### config.mk
export PLATFORM = sky130hd
export DESIGN_NAME = stim_playback_port
export DESIGN_NICKNAME = d
export VERILOG_FILES = /design/src/rtl/stim_pkg.sv /design/src/rtl/stim_fifo.sv /design/src/rtl/stim_playback_port.sv
export SDC_FILE = /design/constraint.sdc
export NUM_CORES = 1
export LEC_CHECK = 0
export ABC_AREA = 1
export BUFFER_PORTS_ARGS = -buffer_cell sky130_fd_sc_hd__buf_4
export CAP_MARGIN = 20
export CORE_AREA = 2 2 495 448
export DETAILED_ROUTE_END_ITERATION = 10
export DIE_AREA = 0 0 497 450
export HOLD_SLACK_MARGIN = 0.02
export SLEW_MARGIN = 10
export SYNTH_ARGS = -nofsm -noshare
export SYNTH_HDL_FRONTEND = slang
export SYNTH_SLANG_ARGS = --single-unit
export TNS_END_PERCENT = 100
### constraint.sdc
create_clock -name emu_clk -period 7.3 [get_ports emu_clk]
set_clock_uncertainty 0.05 [all_clocks]
set_input_delay 1.46 -clock emu_clk [delete_from_list [all_inputs] [get_ports emu_clk]]
set_output_delay 1.46 -clock emu_clk [all_outputs]
set_load 0.01 [all_outputs]
### src/rtl/stim_pkg.sv
// Shared types and default widths for the stimulus playback port.
package stim_pkg;
  localparam int STIM_DEPTH  = 16;
  localparam int STIM_VAL_W  = 18;
  localparam int STIM_TIME_W = 64;

  typedef struct packed {
    logic [STIM_TIME_W-1:0]       t;
    logic signed [STIM_VAL_W-1:0] v;
    logic                         sel;
  } stim_entry_t;

  function automatic logic is_due(
    input logic [STIM_TIME_W-1:0] now,
    input logic [STIM_TIME_W-1:0] t
  );
    return now >= t;
  endfunction
endpackage

### src/rtl/stim_fifo.sv
// Show-ahead FIFO of timestamped stimulus entries.
module stim_fifo
  import stim_pkg::*;
#(
  parameter int DEPTH = STIM_DEPTH,
  localparam int AW = $clog2(DEPTH)
) (
  input  logic        clk,
  input  logic        rst,
  input  logic        flush,
  input  logic        push,
  input  logic        pop,
  input  stim_entry_t wdata,
  output stim_entry_t head,
  output logic [AW:0] count,
  output logic        full,
  output logic        empty
);
  stim_entry_t r_mem [DEPTH];
  logic [AW-1:0] r_wptr;
  logic [AW-1:0] r_rptr;
  logic [AW:0]   r_count;
  logic          w_push;
  logic          w_pop;

  assign full   = r_count == (AW+1)'(DEPTH);
  assign empty  = r_count == '0;
  assign count  = r_count;
  assign head   = r_mem[r_rptr];
  assign w_push = push && !full && !flush;
  assign w_pop  = pop && !empty && !flush;

  always_ff @(posedge clk) begin
    if (w_push) r_mem[r_wptr] <= wdata;
  end

  // flush drops any same-cycle push as well as the queued entries
  always_ff @(posedge clk or posedge rst) begin
    if (rst) begin
      r_wptr  <= '0;
      r_rptr  <= '0;
      r_count <= '0;
    end else if (flush) begin
      r_wptr  <= '0;
      r_rptr  <= '0;
      r_count <= '0;
    end else begin
      if (w_push) r_wptr <= r_wptr + AW'(1);
      if (w_pop)  r_rptr <= r_rptr + AW'(1);
      unique case ({w_push, w_pop})
        2'b10:   r_count <= r_count + (AW+1)'(1);
        2'b01:   r_count <= r_count - (AW+1)'(1);
        default: r_count <= r_count;
      endcase
    end
  end
endmodule

### src/rtl/stim_playback_port.sv
// Applies queued timestamped stimulus to the emulator once emu_time
// reaches each entry's timestamp; outputs hold the last applied value.
module stim_playback_port
  import stim_pkg::*;
#(
  parameter int DEPTH      = STIM_DEPTH,
  parameter int VAL_WIDTH  = STIM_VAL_W,
  parameter int TIME_WIDTH = STIM_TIME_W,
  localparam int CW = $clog2(DEPTH) + 1
) (
  input  logic                        emu_clk,
  input  logic                        emu_rst,
  input  logic [TIME_WIDTH-1:0]       emu_time,
  input  logic                        arm,
  input  logic                        flush,
  input  logic                        wr_valid,
  output logic                        wr_ready,
  input  logic [TIME_WIDTH-1:0]       wr_time,
  input  logic signed [VAL_WIDTH-1:0] wr_value,
  input  logic                        wr_sel,
  output logic signed [VAL_WIDTH-1:0] i_in_stim,
  output logic                        digital_sel_stim,
  output logic [CW-1:0]               stim_count,
  output logic                        stim_empty,
  output logic                        late_flag
);
  stim_entry_t w_wr;
  stim_entry_t w_head;
  logic        w_full;
  logic        w_empty;
  logic        w_push;
  logic        w_pop;
  logic        w_arm_rise;

  logic signed [VAL_WIDTH-1:0] r_val;
  logic                        r_sel;
  logic                        r_late;
  logic                        r_arm_q;

  assign w_wr.t   = wr_time;
  assign w_wr.v   = wr_value;
  assign w_wr.sel = wr_sel;

  assign w_push = wr_valid && !w_full && !flush;
  assign w_pop  = arm && !w_empty && !flush &&
                  is_due(emu_time, w_head.t);
  assign w_arm_rise = arm && !r_arm_q;

  stim_fifo #(.DEPTH(DEPTH)) u_fifo (
    .clk   (emu_clk),
    .rst   (emu_rst),
    .flush (flush),
    .push  (w_push),
    .pop   (w_pop),
    .wdata (w_wr),
    .head  (w_head),
    .count (stim_count),
    .full  (w_full),
    .empty (w_empty)
  );

  // re-arming clears late_flag even if a late pop lands on the same edge
  always_ff @(posedge emu_clk or posedge emu_rst) begin
    if (emu_rst) begin
      r_val   <= '0;
      r_sel   <= 1'b0;
      r_late  <= 1'b0;
      r_arm_q <= 1'b0;
    end else begin
      r_arm_q <= arm;
      if (w_pop) begin
        r_val <= w_head.v;
        r_sel <= w_head.sel;
      end
      if (w_arm_rise) r_late <= 1'b0;
      else if (w_pop && emu_time > w_head.t) r_late <= 1'b1;
    end
  end

  assign wr_ready         = !w_full;
  assign stim_empty       = w_empty;
  assign i_in_stim        = r_val;
  assign digital_sel_stim = r_sel;
  assign late_flag        = r_late;
endmodule

==> impl_metrics.env, run 1 <==
export IMPL_post_cts_buffers=0
export IMPL_dr_pass1_iters=6
export IMPL_yosys_warnings=0
export IMPL_initial_core_util_pct=24.8
export IMPL_antenna_found_initial=41
export IMPL_layout_commonest_cell="edfxtp_1"
export IMPL_fillers=21800
export IMPL_grt_overflow=0
export IMPL_power_total_uw=19300
export IMPL_wl_per_cell_um=22.7
export IMPL_drt_iter0_markers=3381
export IMPL_p_leak_uw=0.0214
export IMPL_drc_errors=0
export IMPL_grt_max_degree=197
export IMPL_cts_resized=0
export IMPL_die_w_um=497
export IMPL_ios=179
export IMPL_area_growth_syn_to_layout_pct=16.7
export IMPL_clkPwrFrac_pct=35.7
export IMPL_antenna_left=0
export IMPL_maxSlewViolCount=0
export IMPL_final_cell_mix="1,328 x edfxtp_1, 549 x nand2_1, 483 x nor2_1"
export IMPL_rows=163
export IMPL_fmax_ghz=0.171
export IMPL_cts_buffers=137
export IMPL_viasPerCell=4.82
export IMPL_critPathMaxFanout=66
export IMPL_reg2reg_to="u_fifo.count[4]$_DFFE_PP0P_"
export IMPL_crit_required_ns=7.89
export IMPL_rsz0062_at_grt="no"
export IMPL_core_um2=218000
export IMPL_power_density_nw_per_um2=305
export IMPL_nNetsFinal=4441
export IMPL_rr_worst_depth=25
export IMPL_ys_types=42
export IMPL_grt_pass1_wl_um=236000
export IMPL_cts_sinks=1362
export IMPL_cp_end_kind="flip-flop"
export IMPL_power_switching_uw=5610
export IMPL_status="finished, final reports clean"
export IMPL_async_flop_share_pct=2.50
export IMPL_worstHoldStart="digital_sel_stim$_DFFE_PP0N_"
export IMPL_hold_class="flip-flop to flip-flop"
export IMPL_clock_path_buffers=3
export IMPL_crit_reg2reg_launch="u_fifo.r_rptr[1]$_DFFE_PP0P_"
export IMPL_startpoint_type="flip-flop"
export IMPL_clock_latency_ns=0.78
export IMPL_finalHoldViolCount=0
export IMPL_vias=34700
export IMPL_synth_flop_cell="edfxtp_1"
export IMPL_cts_tree="built"
export IMPL_root_buffer="clkbuf_16"
export IMPL_yosysSeqAreaShare_pct=75.0
export IMPL_floorplan_die_area_um2=224000
export IMPL_fin_setup_tns_ns=0
export IMPL_synth_cells=4092
export IMPL_grt_pass1_vias=33700
export IMPL_path_class="flip-flop to flip-flop"
export IMPL_hold_path_end="digital_sel_stim$_DFFE_PP0N_"
export IMPL_place_congestion=0.793
export IMPL_drive_above_1_share_pct=11.0
export IMPL_switching_share_pct=29.1
export IMPL_slew_headroom_pct=26.8
export IMPL_min_path_cells=2
export IMPL_ir_worst_vdd_v=0.000263
export IMPL_synth_area_per_cell_um2=13.3
export IMPL_intPower_uw=13700
export IMPL_dp_hpwl_um=88900
export IMPL_synth_nets=4317
export IMPL_period_needed_ns=5.86
export IMPL_die_h_um=450
export IMPL_clkSlewWorstSetupHoldPaths_ns=0.06
export IMPL_drv_cap=0
export IMPL_routed_wirelength_um=163000
export IMPL_ys_seq_elements=1362
export IMPL_portBuffers=178
export IMPL_setup_viol=0
export IMPL_p_comb_share_pct=18.5
export IMPL_h_tree_depth=4
export IMPL_cts_hold_buf=0
export IMPL_synth_edf_count=1328
export IMPL_syn_area_um2=54300
export IMPL_power_frac_seq_pct=45.9
export IMPL_worst_r2r_setup_slack_ns=1.44
export IMPL_fin_crit_sh_pct=80.3
export IMPL_track_usage_pct=14.2
export IMPL_crit_arrival_ns=6.45
export IMPL_worst_pin_slew_ns=1.10
[critical path, stage by stage (launching register included)]
cell and delay, ns:
dfrtp_4 0.67, inv_6 0.60, buf_4 0.64, o21ai_0 0.20
o221ai_1 0.21, nand4_1 0.10, nand2_1 0.15, inv_1 0.07
ha_1 0.29, a21oi_1 0.11, o21ai_0 0.23, a21oi_1 0.45
nand2_1 0.10, a21oi_1 0.27, nand3_4 0.18, nand3_4 0.13
inv_1 0.09, ha_1 0.35, nand2_1 0.06, o21ai_0 0.19
xor2_1 0.21, inv_1 0.06, nand4_1 0.08, nand2_1 0.06
nand3_1 0.06, nand2_1 0.05
[cell type report]
cell class / count / area, µm² / area share (%)
multi-input cells: 2359 / 12100 / 19.1
well taps: 2887 / 3610 / 5.71
diodes: 8 / 20.0 / 0.0316
inverters: 105 / 412 / 0.650
flip-flops and latches: 1362 / 40700 / 64.4
clock buffers: 176 / 3670 / 5.79
repair buffers: 251 / 2110 / 3.33
clock inverters: 64 / 669 / 1.06
[synthesized netlist by cell type (3+ instances only)]
cell type  count  share of area, %
o21ai_1       73              0.67
o21ai_0      460               4.2
edfxtp_1    1328                73
nor2_2         5             0.058
a21o_1         3             0.041
inv_1         97              0.67
inv_2          7             0.048
buf_2         89              0.82
buf_4         16              0.22
buf_6          5              0.10
buf_1          9             0.062
nor2_1       499               3.5
nand2_4        3             0.062
nand3_1      127               1.2
ha_1          72               1.7
o32ai_1        4             0.065
o22ai_1      168               1.9
a21oi_1      187               1.7
a221oi_1      77               1.2
nor3_1         3             0.028
clkbuf_1     147               1.0
dfrtp_1       34               1.6
o221ai_1      51              0.82
nand4_1       55              0.63
nand2_1      550               3.8
o21a_1         3             0.041
[sequential cells by signal, indices dropped and copies added, names as in the netlist]
| name | flops |
|---|---|
| late_flag | 1 |
| u_fifo.r_rptr | 4 |
| digital_sel_stim | 1 |
| i_in_stim | 18 |
| u_fifo.r_mem | 1328 |
| r_arm_q | 1 |
| u_fifo.count | 5 |
| u_fifo.r_wptr | 4 |
[per-layer routing]
metal | wire length [µm] | share of wire (%) | global-route usage [%]
met1 | 67600 | 41 | 18.2
met5 | 172 | 0.11 | 0
met2 | 79200 | 48 | 23.7
met3 | 10600 | 6.5 | 2.46
met4 | 5810 | 3.6 | 5.71
[power groups by stage]
stage	combinational, µW	clock, µW	sequential, µW
floorplan	2370	0	8990
global placement	3540	0	9020
detailed placement	3580	0	9020
CTS	3600	7010	8850
global route	3970	7290	8860
finish	3560	6890	8850
[per-stage QoR]
step	hold slack, ns	instance area (µm²)	cells	utilization [%]	worst slack (ns)
2_1_floorplan	0.425	54300	4092	-	1.14
3_3_place_gp	0.416	58900	6962	27.0	1.46
3_5_place_dp	0.414	59000	6964	27.0	1.50
4_1_cts	0.429	63300	7204	29.0	1.45
5_1_grt	0.451	63300	7209	29.0	1.06
6_report	0.423	63300	7212	29.0	1.44
[worst max path at each step]
| stage | startpoint | to | slack (ns) | cells past startpoint |
|---|---|---|---|---|
| floorplan | flush | u_fifo.r_mem[11][0]$_DFFE_PP_ | 1.14 | 4 |
| global placement | u_fifo.r_rptr[0]$_DFFE_PP0P_ | u_fifo.count[4]$_DFFE_PP0P_ | 1.46 | 29 |
| detailed placement | u_fifo.r_rptr[0]$_DFFE_PP0P_ | u_fifo.count[4]$_DFFE_PP0P_ | 1.50 | 25 |
| CTS | u_fifo.r_rptr[0]$_DFFE_PP0P_ | u_fifo.count[4]$_DFFE_PP0P_ | 1.45 | 25 |
| global route | u_fifo.r_rptr[1]$_DFFE_PP0P_ | u_fifo.count[4]$_DFFE_PP0P_ | 1.06 | 25 |
| finish | u_fifo.r_rptr[1]$_DFFE_PP0P_ | u_fifo.count[4]$_DFFE_PP0P_ | 1.44 | 25 |
[kinds of logic after synthesis]
kind of cell,Yosys count,synth area share (%)
DFF,1362,75.0
and+or+nand+nor,1252,9.40
AOI/OAI and AO/OA,1030,10.8
buffers and inverters,371,2.95
adders and majority gates,73,1.70
xor gates and xnor gates,4,0.0646
Power figures use the tool's default switching activity.
==> run 2: changes to the inputs <==
==> constraint.sdc (replaced) <==
create_clock -name emu_clk -period 4.91 [get_ports emu_clk]
set_clock_uncertainty 0.05 [all_clocks]
set_input_delay 0.982 -clock emu_clk [delete_from_list [all_inputs] [get_ports emu_clk]]
set_output_delay 0.982 -clock emu_clk [all_outputs]
set_load 0.01 [all_outputs]
==> run 2 against run 1 <==
  * Critical path depth is 1 higher
  * Critical endpoint unchanged
  * Core utilization is 0.57 points higher
  * Count of clock-buffer cells in the layout is 18 lower
  * Critical path type unchanged
==> impl_metrics.env, run 2 (synthesis results as in run 1) <==
export IMPL_initial_core_util_pct=24.8
export IMPL_intPower_uw=20600
export IMPL_clkPwrFrac_pct=34.8
export IMPL_fillers=21700
export IMPL_dp_cells=7030
export IMPL_rr_worst_depth=26
export IMPL_power_frac_seq_pct=44.9
export IMPL_track_usage_pct=14.1
export IMPL_root_buffer="clkbuf_16"
export IMPL_setup_viol=0
export IMPL_h_tree_depth=4
export IMPL_power_density_nw_per_um2=452
export IMPL_drt_iter0_markers=3866
export IMPL_p_leak_uw=0.0220
export IMPL_cts_sinks=1362
export IMPL_die_w_um=497
export IMPL_cts_buffers=132
export IMPL_drv_cap=0
export IMPL_cp_end_kind="flip-flop"
export IMPL_startpoint="u_fifo.r_rptr[0]$_DFFE_PP0P_"
export IMPL_critPathMaxFanout=21
export IMPL_reg2reg_to="u_fifo.count[4]$_DFFE_PP0P_"
export IMPL_period_needed_ns=4.61
export IMPL_largest_reg_flops=1328
export IMPL_rows=163
export IMPL_status="finished, final reports clean"
export IMPL_dr_pass1_iters=6
export IMPL_grt_pass1_vias=33700
export IMPL_vias=34900
export IMPL_worst_r2r_setup_slack_ns=0.30
export IMPL_portBuffers=178
export IMPL_cts_tree="built"
export IMPL_fin_crit_sh_pct=93.9
export IMPL_hold_class="input pin to asynchronous set/reset pin"
export IMPL_crit_required_ns=5.50
export IMPL_floorplan_die_area_um2=224000
export IMPL_p_comb_share_pct=20.3
export IMPL_crit_arrival_ns=5.20
export IMPL_grt_overflow=0
export IMPL_maxSlewViolCount=0
export IMPL_antenna_left=0
export IMPL_wl_per_cell_um=22.6
export IMPL_fmax_ghz=0.217
export IMPL_layout_commonest_cell="edfxtp_1"
export IMPL_final_cell_mix="1,328 x edfxtp_1, 547 x nand2_1, 482 x nor2_1"
export IMPL_grt_max_degree=169
export IMPL_viasPerCell=4.78
export IMPL_clock_latency_ns=0.78
export IMPL_path_class="flip-flop to flip-flop"
export IMPL_drive_above_1_share_pct=13.0
export IMPL_ios=179
export IMPL_core_um2=218000
export IMPL_worst_pin_slew_ns=0.957
export IMPL_area_growth_syn_to_layout_pct=19.0
export IMPL_switching_share_pct=29.4
export IMPL_drc_errors=0
export IMPL_dp_hpwl_um=89200
export IMPL_die_h_um=450
export IMPL_fin_setup_tns_ns=0
export IMPL_routed_wirelength_um=165000
export IMPL_cts_hold_buf=0
export IMPL_antenna_found_initial=40
export IMPL_clkSlewWorstSetupHoldPaths_ns=0.06
export IMPL_rsz0062_at_grt="no"
export IMPL_crit_reg2reg_launch="u_fifo.r_rptr[0]$_DFFE_PP0P_"
export IMPL_grt_pass1_wl_um=235000
export IMPL_startpoint_type="flip-flop"
export IMPL_nNetsFinal=4515
export IMPL_clock_path_buffers=3
export IMPL_largest_register="u_fifo.r_mem"
export IMPL_place_congestion=0.801
export IMPL_fin_cells=7299
export IMPL_finalHoldViolCount=0
export IMPL_power_total_uw=29200
export IMPL_ir_worst_vdd_v=0.000376
export IMPL_power_switching_uw=8580
export IMPL_slew_headroom_pct=36.2
-- run 2: changes by cell type in the layout (fill, tap and decap cells not counted), moves of 3 or more --
| cell | before | now |
|---|---|---|
| clkinv_2 | 12 | 24 |
| buf_12 | 18 | 40 |
| a221oi_2 | 0 | 3 |
| a221oi_1 | 77 | 74 |
| buf_4 | 233 | 270 |
| buf_6 | 0 | 3 |
| diode_2 | 8 | 12 |
| buf_16 | 0 | 9 |
| clkinv_1 | 25 | 31 |
| clkinv_16 | 1 | 4 |
| clkbuf_1 | 33 | 23 |
-- run 2: cell type report --
type	count	area (µm²)	area share [%]
Clock buffer	158	3440	5.33
Sequential cell	1362	40700	63.1
Multi-Input combinational cell	2359	12100	18.8
Timing Repair Buffer	330	3300	5.11
Clock inverter	86	892	1.38
Tap cell	2887	3610	5.59
Antenna cell	12	30.0	0.0465
Inverter	105	422	0.653
-- run 2: what timing repair did --
item	CTS	global route
resized for setup	0	29
setup endpoints to repair	0	2
setup buffers	0	6
-- run 2: how the worst max path moves through the flow --
stage / slack [ns] / cells after the start / to
6_report: 0.30 / 26 / u_fifo.count[4]$_DFFE_PP0P_
5_1_grt: 0.0003 / 28 / u_fifo.count[4]$_DFFE_PP0P_
4_1_cts: 0.04 / 24 / u_fifo.count[4]$_DFFE_PP0P_
3_5_place_dp: 0.08 / 26 / u_fifo.count[4]$_DFFE_PP0P_
3_3_place_gp: 0.12 / 32 / u_fifo.count[4]$_DFFE_PP0P_
2_1_floorplan: -0.77 / 4 / u_fifo.r_mem[11][0]$_DFFE_PP_
-- run 2: power by group through the flow --
stage,clock (µW),combinational (µW),sequential (µW)
2_1_floorplan,0,3520,13400
3_3_place_gp,0,5580,13300
3_5_place_dp,0,5650,13300
4_1_cts,10300,5670,13100
5_1_grt,10800,6540,13100
6_report,10200,5930,13100
-- run 2: through the flow --
stage | hold WS, ns | setup WS (ns) | cell area, µm² | util [%]
finish | 0.310 | 0.301 | 64600 | 29.6
global route | 0.276 | 0.000314 | 64600 | 29.6
CTS | 0.265 | 0.0370 | 64200 | 29.4
detailed placement | 0.410 | 0.0784 | 59800 | 27.4
global placement | 0.407 | 0.123 | 59800 | 27.4
floorplan | 0.425 | -0.775 | 54300 | -
-- run 2: worst max-delay path, stage by stage (launching register included) --
cell and delay (ns):
dfrtp_4 0.57, inv_8 0.17, buf_16 0.22, buf_4 0.17
nand2_1 0.06, a221oi_1 0.29, o21ai_1 0.13, nand2_1 0.08
inv_1 0.04, ha_1 0.27, nand2_1 0.05, nor2_1 0.23
nand2_2 0.20, nor3_4 0.26, nand2_1 0.08, nand3_1 0.08
nand2_1 0.11, nand3_4 0.12, nand3_4 0.09, fa_1 0.41
o21ai_0 0.24, xor2_1 0.22, inv_1 0.06, nand4_1 0.08
nand2_1 0.06, nand3_1 0.06, nand2_1 0.06
-- run 2: routing by layer --
layer  up-vias  global-route usage, %  wire (µm)
li1      15600                      -          -
met1     17600                   18.1      67800
met2      1384                   23.4      79400
met3       260                   2.77      12000
met4        34                   5.56       5390
met5         -                      0        226
